**config.mk**
```make
export PLATFORM = sky130hd
export DESIGN_NAME = red_peak_detector
export DESIGN_NICKNAME = d
export VERILOG_FILES = /design/src/rtl/red_peak_detector.sv
export SDC_FILE = /design/constraint.sdc
export NUM_CORES = 1
export LEC_CHECK = 0
export ABC_AREA = 1
export ABC_CLOCK_PERIOD_IN_PS = 3800
export BUFFER_PORTS_ARGS = -buffer_cell sky130_fd_sc_hd__buf_2
export CELL_PAD_IN_SITES_DETAIL_PLACEMENT = 2
export CELL_PAD_IN_SITES_GLOBAL_PLACEMENT = 2
export CORE_MARGIN = 3
export CORE_UTILIZATION = 36
export CTS_CLUSTER_DIAMETER = 120
export DETAILED_ROUTE_END_ITERATION = 6
export GPL_TIMING_DRIVEN = 0
export PLACE_DENSITY_LB_ADDON = 0.1
export SLEW_MARGIN = 20
export SYNTH_ARGS = -nofsm -noshare
export SYNTH_HDL_FRONTEND = slang
export SYNTH_SLANG_ARGS = --single-unit
```
**constraint.sdc**
```tcl
create_clock -name CLK_Filter -period 3.8 [get_ports CLK_Filter]
set_input_delay 0.57 -clock CLK_Filter [delete_from_list [all_inputs] [get_ports CLK_Filter]]
set_output_delay 0.57 -clock CLK_Filter [all_outputs]
set_load 0.05 [all_outputs]
```
**src/rtl/red_peak_detector.sv**
```systemverilog
// RED-channel heartbeat detector: hysteresis max/min tracking of the FIR output,
// reporting peak/trough amplitudes and the peak-to-peak interval of each accepted beat.
module red_peak_detector #(
  parameter int unsigned DATA_W     = 20,
  parameter int unsigned CNT_W      = 11,
  parameter int unsigned HYST       = 512,
  parameter int unsigned WARMUP     = 25,
  parameter int unsigned MIN_PERIOD = 100,
  parameter int unsigned MAX_PERIOD = 1000
) (
  input  logic              CLK_Filter,
  input  logic              rst,
  input  logic [DATA_W-1:0] In_RED_Filtered,
  output logic [DATA_W-1:0] Peak_Value,
  output logic [DATA_W-1:0] Trough_Value,
  output logic [CNT_W-1:0]  Period,
  output logic              Beat_Valid,
  output logic              No_Beat
);

  localparam int unsigned       WARM_W    = (WARMUP > 1) ? $clog2(WARMUP) : 1;
  localparam logic [WARM_W-1:0] WARM_LAST = WARM_W'(WARMUP - 1);
  localparam logic [CNT_W-1:0]  CNT_SAT   = '1;
  localparam logic [CNT_W-1:0]  MIN_V     = CNT_W'(MIN_PERIOD);
  localparam logic [CNT_W-1:0]  MAX_V     = CNT_W'(MAX_PERIOD);
  localparam logic [DATA_W-1:0] HYST_V    = DATA_W'(HYST);

  typedef enum logic [1:0] {
    ST_WARMUP,
    ST_SEEK_MAX,
    ST_SEEK_MIN
  } state_t;

  state_t              state;
  logic [DATA_W-1:0]   run_max;
  logic [DATA_W-1:0]   run_min;
  logic [DATA_W-1:0]   trough_reg;
  logic [CNT_W-1:0]    cnt;
  logic [CNT_W-1:0]    age;
  logic                have_prev;
  logic [WARM_W-1:0]   warm;

  logic [DATA_W-1:0]   x;
  logic [CNT_W-1:0]    cnt_inc;
  logic [CNT_W-1:0]    age_inc;
  logic [CNT_W-1:0]    interval;
  logic                raise;
  logic                peak_conf;
  logic                fall;
  logic                trough_conf;

  assign x           = In_RED_Filtered;
  assign cnt_inc     = (cnt == CNT_SAT) ? cnt : cnt + CNT_W'(1);
  assign age_inc     = (age == CNT_SAT) ? age : age + CNT_W'(1);
  assign interval    = cnt - age;
  assign raise       = x > run_max;
  assign peak_conf   = (run_max - x) >= HYST_V;
  assign fall        = x < run_min;
  assign trough_conf = (x - run_min) >= HYST_V;

  always_ff @(posedge CLK_Filter) begin
    if (rst) begin
      state        <= ST_WARMUP;
      run_max      <= '0;
      run_min      <= '0;
      trough_reg   <= '0;
      cnt          <= '0;
      age          <= '0;
      have_prev    <= 1'b0;
      warm         <= '0;
      Peak_Value   <= '0;
      Trough_Value <= '0;
      Period       <= '0;
      Beat_Valid   <= 1'b0;
      No_Beat      <= 1'b1;
    end else begin
      Beat_Valid <= 1'b0;
      if (state != ST_WARMUP) begin
        cnt <= cnt_inc;
        if (cnt > MAX_V) No_Beat <= 1'b1;
      end
      case (state)
        ST_WARMUP: begin
          if (warm == WARM_LAST) begin
            run_max <= x;
            run_min <= x;
            age     <= '0;
            state   <= ST_SEEK_MAX;
          end else begin
            warm <= warm + WARM_W'(1);
          end
        end
        ST_SEEK_MAX: begin
          if (raise) begin
            run_max <= x;
            age     <= '0;
          end else if (peak_conf) begin
            run_min <= x;
            state   <= ST_SEEK_MIN;
            // cnt advances this cycle too, so re-referencing to the peak loads age+1
            if (!have_prev) begin
              have_prev <= 1'b1;
              cnt       <= age_inc;
            end else if (interval >= MIN_V && interval <= MAX_V) begin
              Beat_Valid   <= 1'b1;
              Peak_Value   <= run_max;
              Trough_Value <= trough_reg;
              Period       <= interval;
              cnt          <= age_inc;
              No_Beat      <= 1'b0;
            end else if (interval > MAX_V) begin
              cnt <= age_inc;
            end
          end else begin
            age <= age_inc;
          end
        end
        ST_SEEK_MIN: begin
          if (fall) begin
            run_min <= x;
          end else if (trough_conf) begin
            trough_reg <= run_min;
            run_max    <= x;
            age        <= '0;
            state      <= ST_SEEK_MAX;
          end
        end
        default: state <= ST_WARMUP;
      endcase
    end
  end

endmodule
```
==> results of run 1 <==
[final timing paths]
check | startpoint | endpoint | slack [ns] | cells after the start
hold reg to reg | Period[10]$_SDFFE_PP0P_ | Period[10]$_SDFFE_PP0P_ | 0.49 | 2
setup reg to reg | cnt[0]$_SDFF_PP0_ | Period[10]$_SDFFE_PP0P_ | 0.18 | 19
setup / recovery | cnt[0]$_SDFF_PP0_ | Period[10]$_SDFFE_PP0P_ | 0.18 | 19
hold / removal | Period[10]$_SDFFE_PP0P_ | Period[10]$_SDFFE_PP0P_ | 0.49 | 2
[power groups by stage]
stage	Sequential [mW]	Combinational (mW)	Clock (mW)
4_1_cts	2.07	4.34	1.84
5_1_grt	2.11	4.89	1.90
2_1_floorplan	1.98	2.95	0
6_report	2.08	4.39	1.83
3_3_place_gp	2.07	3.89	0
3_5_place_dp	2.08	4.10	0
[through the flow]
step | power, mW | instance area, µm² | worst slack, ns
2_1_floorplan | 4.928 | 9001 | 1.095
5_1_grt | 8.900 | 10400 | 0.01531
6_report | 8.298 | 10400 | 0.1802
3_3_place_gp | 5.954 | 9777 | 0.2674
3_5_place_dp | 6.185 | 9777 | 0.1532
4_1_cts | 8.244 | 10380 | 0.1018
[what timing repair did]
action                                  4_1_cts  5_1_grt
endpoints found under the setup margin        3       26
gates resized for setup                       1        7
hold endpoints to repair                      0        0
hold buffers                                  0        0
[cells by family after synthesis]
family / count (synthesis) / share of synthesized area (%)
AO/OA/AOI/OAI: 218 / 12.55
XOR/XNOR: 23 / 2.405
adder cells (fa/ha/maj): 58 / 8.313
buffers and inverters: 213 / 9.661
flip-flops: 143 / 31.80
AND/OR/NAND/NOR: 748 / 35.27
[routing by layer]
metal	routed length (µm)	global-route usage [%]	vias to the layer above
met5	0	0	-
li1	-	-	4673
met3	1662	5.271	70
met4	954	8.689	0
met2	19070	50.64	205
met1	17590	37.61	4960
[synth_stat cells, drive strengths merged]
cell | n | area [µm²]
a21o | 2 | 15.01
a21oi | 97 | 489.2
a31oi | 1 | 6.260
and2 | 6 | 37.54
buf | 20 | 143.9
clkbuf | 24 | 90.09
clkinv | 2 | 8.750
dfxtp | 143 | 2863
fa | 3 | 60.06
ha | 55 | 688.2
inv | 167 | 626.9
nand2 | 354 | 1344
nand3 | 63 | 347.8
nand3b | 7 | 52.55
nand4 | 37 | 231.5
nor2 | 255 | 990.9
nor3 | 21 | 132.6
nor3b | 1 | 12.51
nor4 | 3 | 18.77
o211ai | 1 | 7.510
o21ai | 108 | 544.3
o21bai | 8 | 60.06
o31ai | 1 | 7.510
or2 | 1 | 6.260
xnor2 | 5 | 43.79
xor2 | 18 | 172.7
[final cells by class]
class	instances	area, µm²
Clock inverter	11	156.4
Inverter	169	635.6
Sequential cell	143	2863
Timing Repair Buffer	74	370.4
Multi-Input combinational cell	1047	5283
Tap cell	324	405.4
Clock buffer	20	446.7
Buffer	44	237.7
Fill cell	3111	14060
[critical path, delay by kind of cell, from the launching register on]
family / cells / cell delay [ns]
adders and majority gates: 2 / 0.70
buffers and inverters: 4 / 0.69
DFF: 1 / 0.38
xor gates and xnor gates: 1 / 0.27
and+or+nand+nor: 12 / 1.52
==> flow_summary.ini, run 1 <==
[worst_hold_path]
hp-class = reg2reg

[power]
pwr-share-clk_pct = 22.0
intPower_mw = 4.185
seq_power_share_pct = 25.0
switching_power_mw = 4.113
p_leak_nw = 5.258
vdd_drop_max_v = 0.0003131
power-per-cell-area_nw_per_um2 = 798.1
switching_share_pct = 49.56
pwr-share-comb_pct = 53.0

[job]
cap_viol_max_count = 0

[global_routing]
grt_overflow_total = 0
antenna_found_initial = 0
grt_pass1_wl_um = 61140
grt_pass1_vias = 10710
track_usage_pct = 29.46
grt_max_degree = 17

[synth]
ys_ff_latch = 143
synth_warnings = 0
syn-num-nets = 1483
syn-cell-area_um2 = 9001
synthCells = 1403
avgSynthCellArea_um2 = 6.416
synth-seq-area-share_pct = 31.80
synth_cell_type_count = 44

[floorplanning]
coreArea_um2 = 24460
die_area_um2 = 26940
initial_utilization_pct = 36.80
die_h_um = 164.1
die_w_um = 164.1
rows = 57
ioPinCount = 75

[cts]
post_cts_buffers = 0
numCtsBuffers = 17
htree_levels = 4
cts.sinks = 143
cts.path.max_buffers = 2
path_clk_slew_ns = 0.07
clk_latency_ns = 0.43
cts_root_buffer = clkbuf_16
cts_tree = yes

[setup_path]
crit_chain = inv_1, ha_1, fa_1, inv_1, nand3_1, nand2_1, nand3_1, nand2_1, xor2_1, nand2_1, nor2_1, nand2_2, nand3_2, nor2_1, nand3_2, buf_4, buf_4, nand2_1, nor2_1
crit_fanout = 10
crit_arrival_ns = 3.98
cp.required_ns = 4.16
path_class = reg2reg
cp_slowest_cell = fa_1
crit_path_end_kind = register
cp-start-kind = register
crit_path_max_incr_delay_ns = 0.44
path_common_cell = nand2_1

[timing]
final-hold-violation-count = 0
finalSetupViolations = 0
finalCritPeriodShare_pct = 95.26
hold_ws_ns = 0.4867
period_needed_ns = 3.620
rsz0062_at_grt = false
max_clock_freq_mhz = 276.3
slew_headroom_pct = 46.71
setup-tns-final_ns = 0
clock-skew-final_ns = 0.01070
finalMaxSlewViolations = 0
tightest_slew_ns = 0.7993

[layout]
area_delta_synth_final_pct = 15.51
final_common_cell = nand2_1
diodes = 0
mostFrequentLayoutCells = 350 x nand2_1, 249 x nor2_1, 165 x inv_1
final_nets = 1576
drive_above_1_share_pct = 9.881
postLayoutCoreUtil_pct = 42.50
fin_cells = 1832

[drt]
drc = 0
viasPerCell = 5.408
vias = 9908
ant_nets = 0
drt_iter0_drc = 490
routed_wl_um = 39280
detail_route.wl_per_cell_um = 21.44
firstDrtPassIters = 5

[placed_design]
placed_cells = 1801
dp_hpwl_um = 27860
place_congestion = 0.8825
place.port_buffers = 74

[status]
status = finished, final reports clean
Power figures use the tool's default switching activity.
==> run 2: changes to the inputs <==
--- a/config.mk
+++ b/config.mk
@@ -8,14 +8,13 @@
 export ABC_AREA = 1
 export ABC_CLOCK_PERIOD_IN_PS = 3800
 export BUFFER_PORTS_ARGS = -buffer_cell sky130_fd_sc_hd__buf_2
-export CELL_PAD_IN_SITES_DETAIL_PLACEMENT = 2
-export CELL_PAD_IN_SITES_GLOBAL_PLACEMENT = 2
 export CORE_MARGIN = 3
-export CORE_UTILIZATION = 36
+export CORE_UTILIZATION = 66
 export CTS_CLUSTER_DIAMETER = 120
 export DETAILED_ROUTE_END_ITERATION = 6
 export GPL_TIMING_DRIVEN = 0
-export PLACE_DENSITY_LB_ADDON = 0.1
+export PLACE_DENSITY = 0.87
+export SETUP_SLACK_MARGIN = 0.4
 export SLEW_MARGIN = 20
 export SYNTH_ARGS = -nofsm -noshare
 export SYNTH_HDL_FRONTEND = slang
==> run 2 against run 1 <==
Effect of this change: total power fell by 8.2%; via count shrank 5.3%; critical path depth decreased by 1; global-route usage up 4.6 points; maximum frequency up 17%; flip-flop and latch count unchanged; cell count fell by 8.0%; final area is 1.8% lower; largest cell class unchanged.
==> flow_summary.ini, run 2 (synthesized netlist as in run 1, its figures left out) <==
[layout]
final_area_um2 = 10210
diodes = 0
drive_above_1_share_pct = 9.874
multi_input_area_um2 = 5269
mostFrequentLayoutCells = 350 x nand2_1, 249 x nor2_1, 165 x inv_1
final_nets = 1576
final_common_cell = nand2_1
fillers = 1038
area_delta_synth_final_pct = 13.46
regArea_um2 = 2863

[setup_path]
path_class = reg2reg
crit_path_end_kind = register
cp-start-kind = register
crit_arrival_ns = 3.45
crit_fanout = 10
cp.required_ns = 4.16

[drt]
viasPerCell = 5.567
vias = 9381
detail_route.wl_per_cell_um = 15.15
firstDrtPassIters = 6
drc = 0
ant_nets = 0
drt_iter0_drc = 825
routed_wl_um = 25540

[global_routing]
grt_pass1_wl_um = 40410
grt_pass1_vias = 8479
grt_max_degree = 17
antenna_found_initial = 0
track_usage_pct = 34.05
grt_overflow_total = 0

[floorplanning]
rows = 42
ioPinCount = 75
die_area_um2 = 15070
initial_utilization_pct = 67.70
die_h_um = 122.8
die_w_um = 122.8
coreArea_um2 = 13300

[cts]
cts.sinks = 143
cts.path.max_buffers = 2
clk_latency_ns = 0.44
htree_levels = 4
path_clk_slew_ns = 0.07
cts_tree = yes
postCtsHoldBufs = 0
numCtsBuffers = 17
cts_root_buffer = clkbuf_16

[power]
seq_power_share_pct = 26.8
power-per-cell-area_nw_per_um2 = 746.1
pwr-share-comb_pct = 50.4
switching_power_mw = 3.525
vdd_drop_max_v = 0.0005327
p_leak_nw = 5.266
switching_share_pct = 46.26
pwr-share-clk_pct = 22.9
intPower_mw = 4.094

[timing]
hold_ws_ns = 0.4518
finalCritPeriodShare_pct = 81.38
setup-tns-final_ns = 0
tightest_slew_ns = 0.7727
finalMaxSlewViolations = 0
rsz0062_at_grt = false
final-hold-violation-count = 0
max_clock_freq_mhz = 323.4
finalSetupViolations = 0
slew_headroom_pct = 48.49
clock-skew-final_ns = 0.01064
period_needed_ns = 3.092

[status]
status = finished, final reports clean

[job]
cap_viol_max_count = 0

[worst_hold_path]
hp-class = reg2reg

[placed_design]
dp_hpwl_um = 19190
place_congestion = 0.9936
placed_cell_area_um2 = 9592
place.port_buffers = 74
## run 2: final timing paths
kind | start | endpoint | slack (ns) | cells past startpoint
min reg2reg | Period[10]$_SDFFE_PP0P_ | Period[10]$_SDFFE_PP0P_ | 0.45 | 2
min | Period[10]$_SDFFE_PP0P_ | Period[10]$_SDFFE_PP0P_ | 0.45 | 2
max reg2reg | cnt[0]$_SDFF_PP0_ | Peak_Value[19]$_SDFFE_PP0P_ | 0.71 | 18
max | cnt[0]$_SDFF_PP0_ | Peak_Value[19]$_SDFFE_PP0P_ | 0.71 | 18
## run 2: metal layers
| layer | vias to the layer above | share of wire, % | wire length, µm | track usage, % |
|---|---|---|---|---|
| li1 | 4675 | - | - | - |
| met1 | 4241 | 43 | 10880 | 43.94 |
| met2 | 402 | 45 | 11500 | 54.12 |
| met3 | 63 | 9.1 | 2314 | 8.802 |
| met4 | 0 | 3.3 | 833 | 14.14 |
| met5 | - | 0 | 0 | 0 |
## run 2: area by class of cell
type,instances,area share (%)
clock buffer,17,4.166
timing repair buffer,74,3.627
sequential,143,28.03
multi-input combinational,1047,51.59
buffer,44,2.303
inverter,169,6.224
tap,176,2.156
clock inverter,15,1.899
## run 2: through the flow
| stage | power, mW | instances | worst slack, ns | utilization, % |
|---|---|---|---|---|
| 6_report | 7.619 | 1685 | 0.7077 | 76.81 |
| 3_3_place_gp | 5.681 | 1653 | 0.4698 | 72.14 |
| 5_1_grt | 8.214 | 1685 | 0.4257 | 76.81 |
| 2_1_floorplan | 4.928 | 1403 | 1.095 | - |
| 4_1_cts | 7.536 | 1685 | 0.5976 | 76.80 |
| 3_5_place_dp | 5.753 | 1653 | 0.4441 | 72.14 |
## run 2: critical path: stages, from the launching register on
cell      delay (ns)
dfxtp_1         0.34
inv_1           0.09
ha_1            0.23
fa_1            0.40
inv_1           0.09
nand3_1         0.07
nand2_1         0.11
nand3_1         0.07
nand2_1         0.08
xor2_1          0.23
nand2_1         0.08
nor2_1          0.21
nand2_2         0.11
nand3_2         0.10
nor2_1          0.06
nand3_2         0.10
clkbuf_1        0.41
nor2_1          0.08
nor2_1          0.14
## run 2: power by group through the flow
| stage | sequential [mW] | combinational (mW) | clock, mW |
|---|---|---|---|
| after floorplan | 1.98 | 2.95 | 0 |
| after global placement | 2.04 | 3.64 | 0 |
| after detailed placement | 2.05 | 3.70 | 0 |
| after CTS | 2.03 | 3.77 | 1.74 |
| after global routing | 2.06 | 4.35 | 1.80 |
| final | 2.04 | 3.84 | 1.74 |
## run 2: timing repair
action,4_1_cts,5_1_grt
resized for setup,0,2
setup buffers,0,0
setup endpoints to repair,0,10
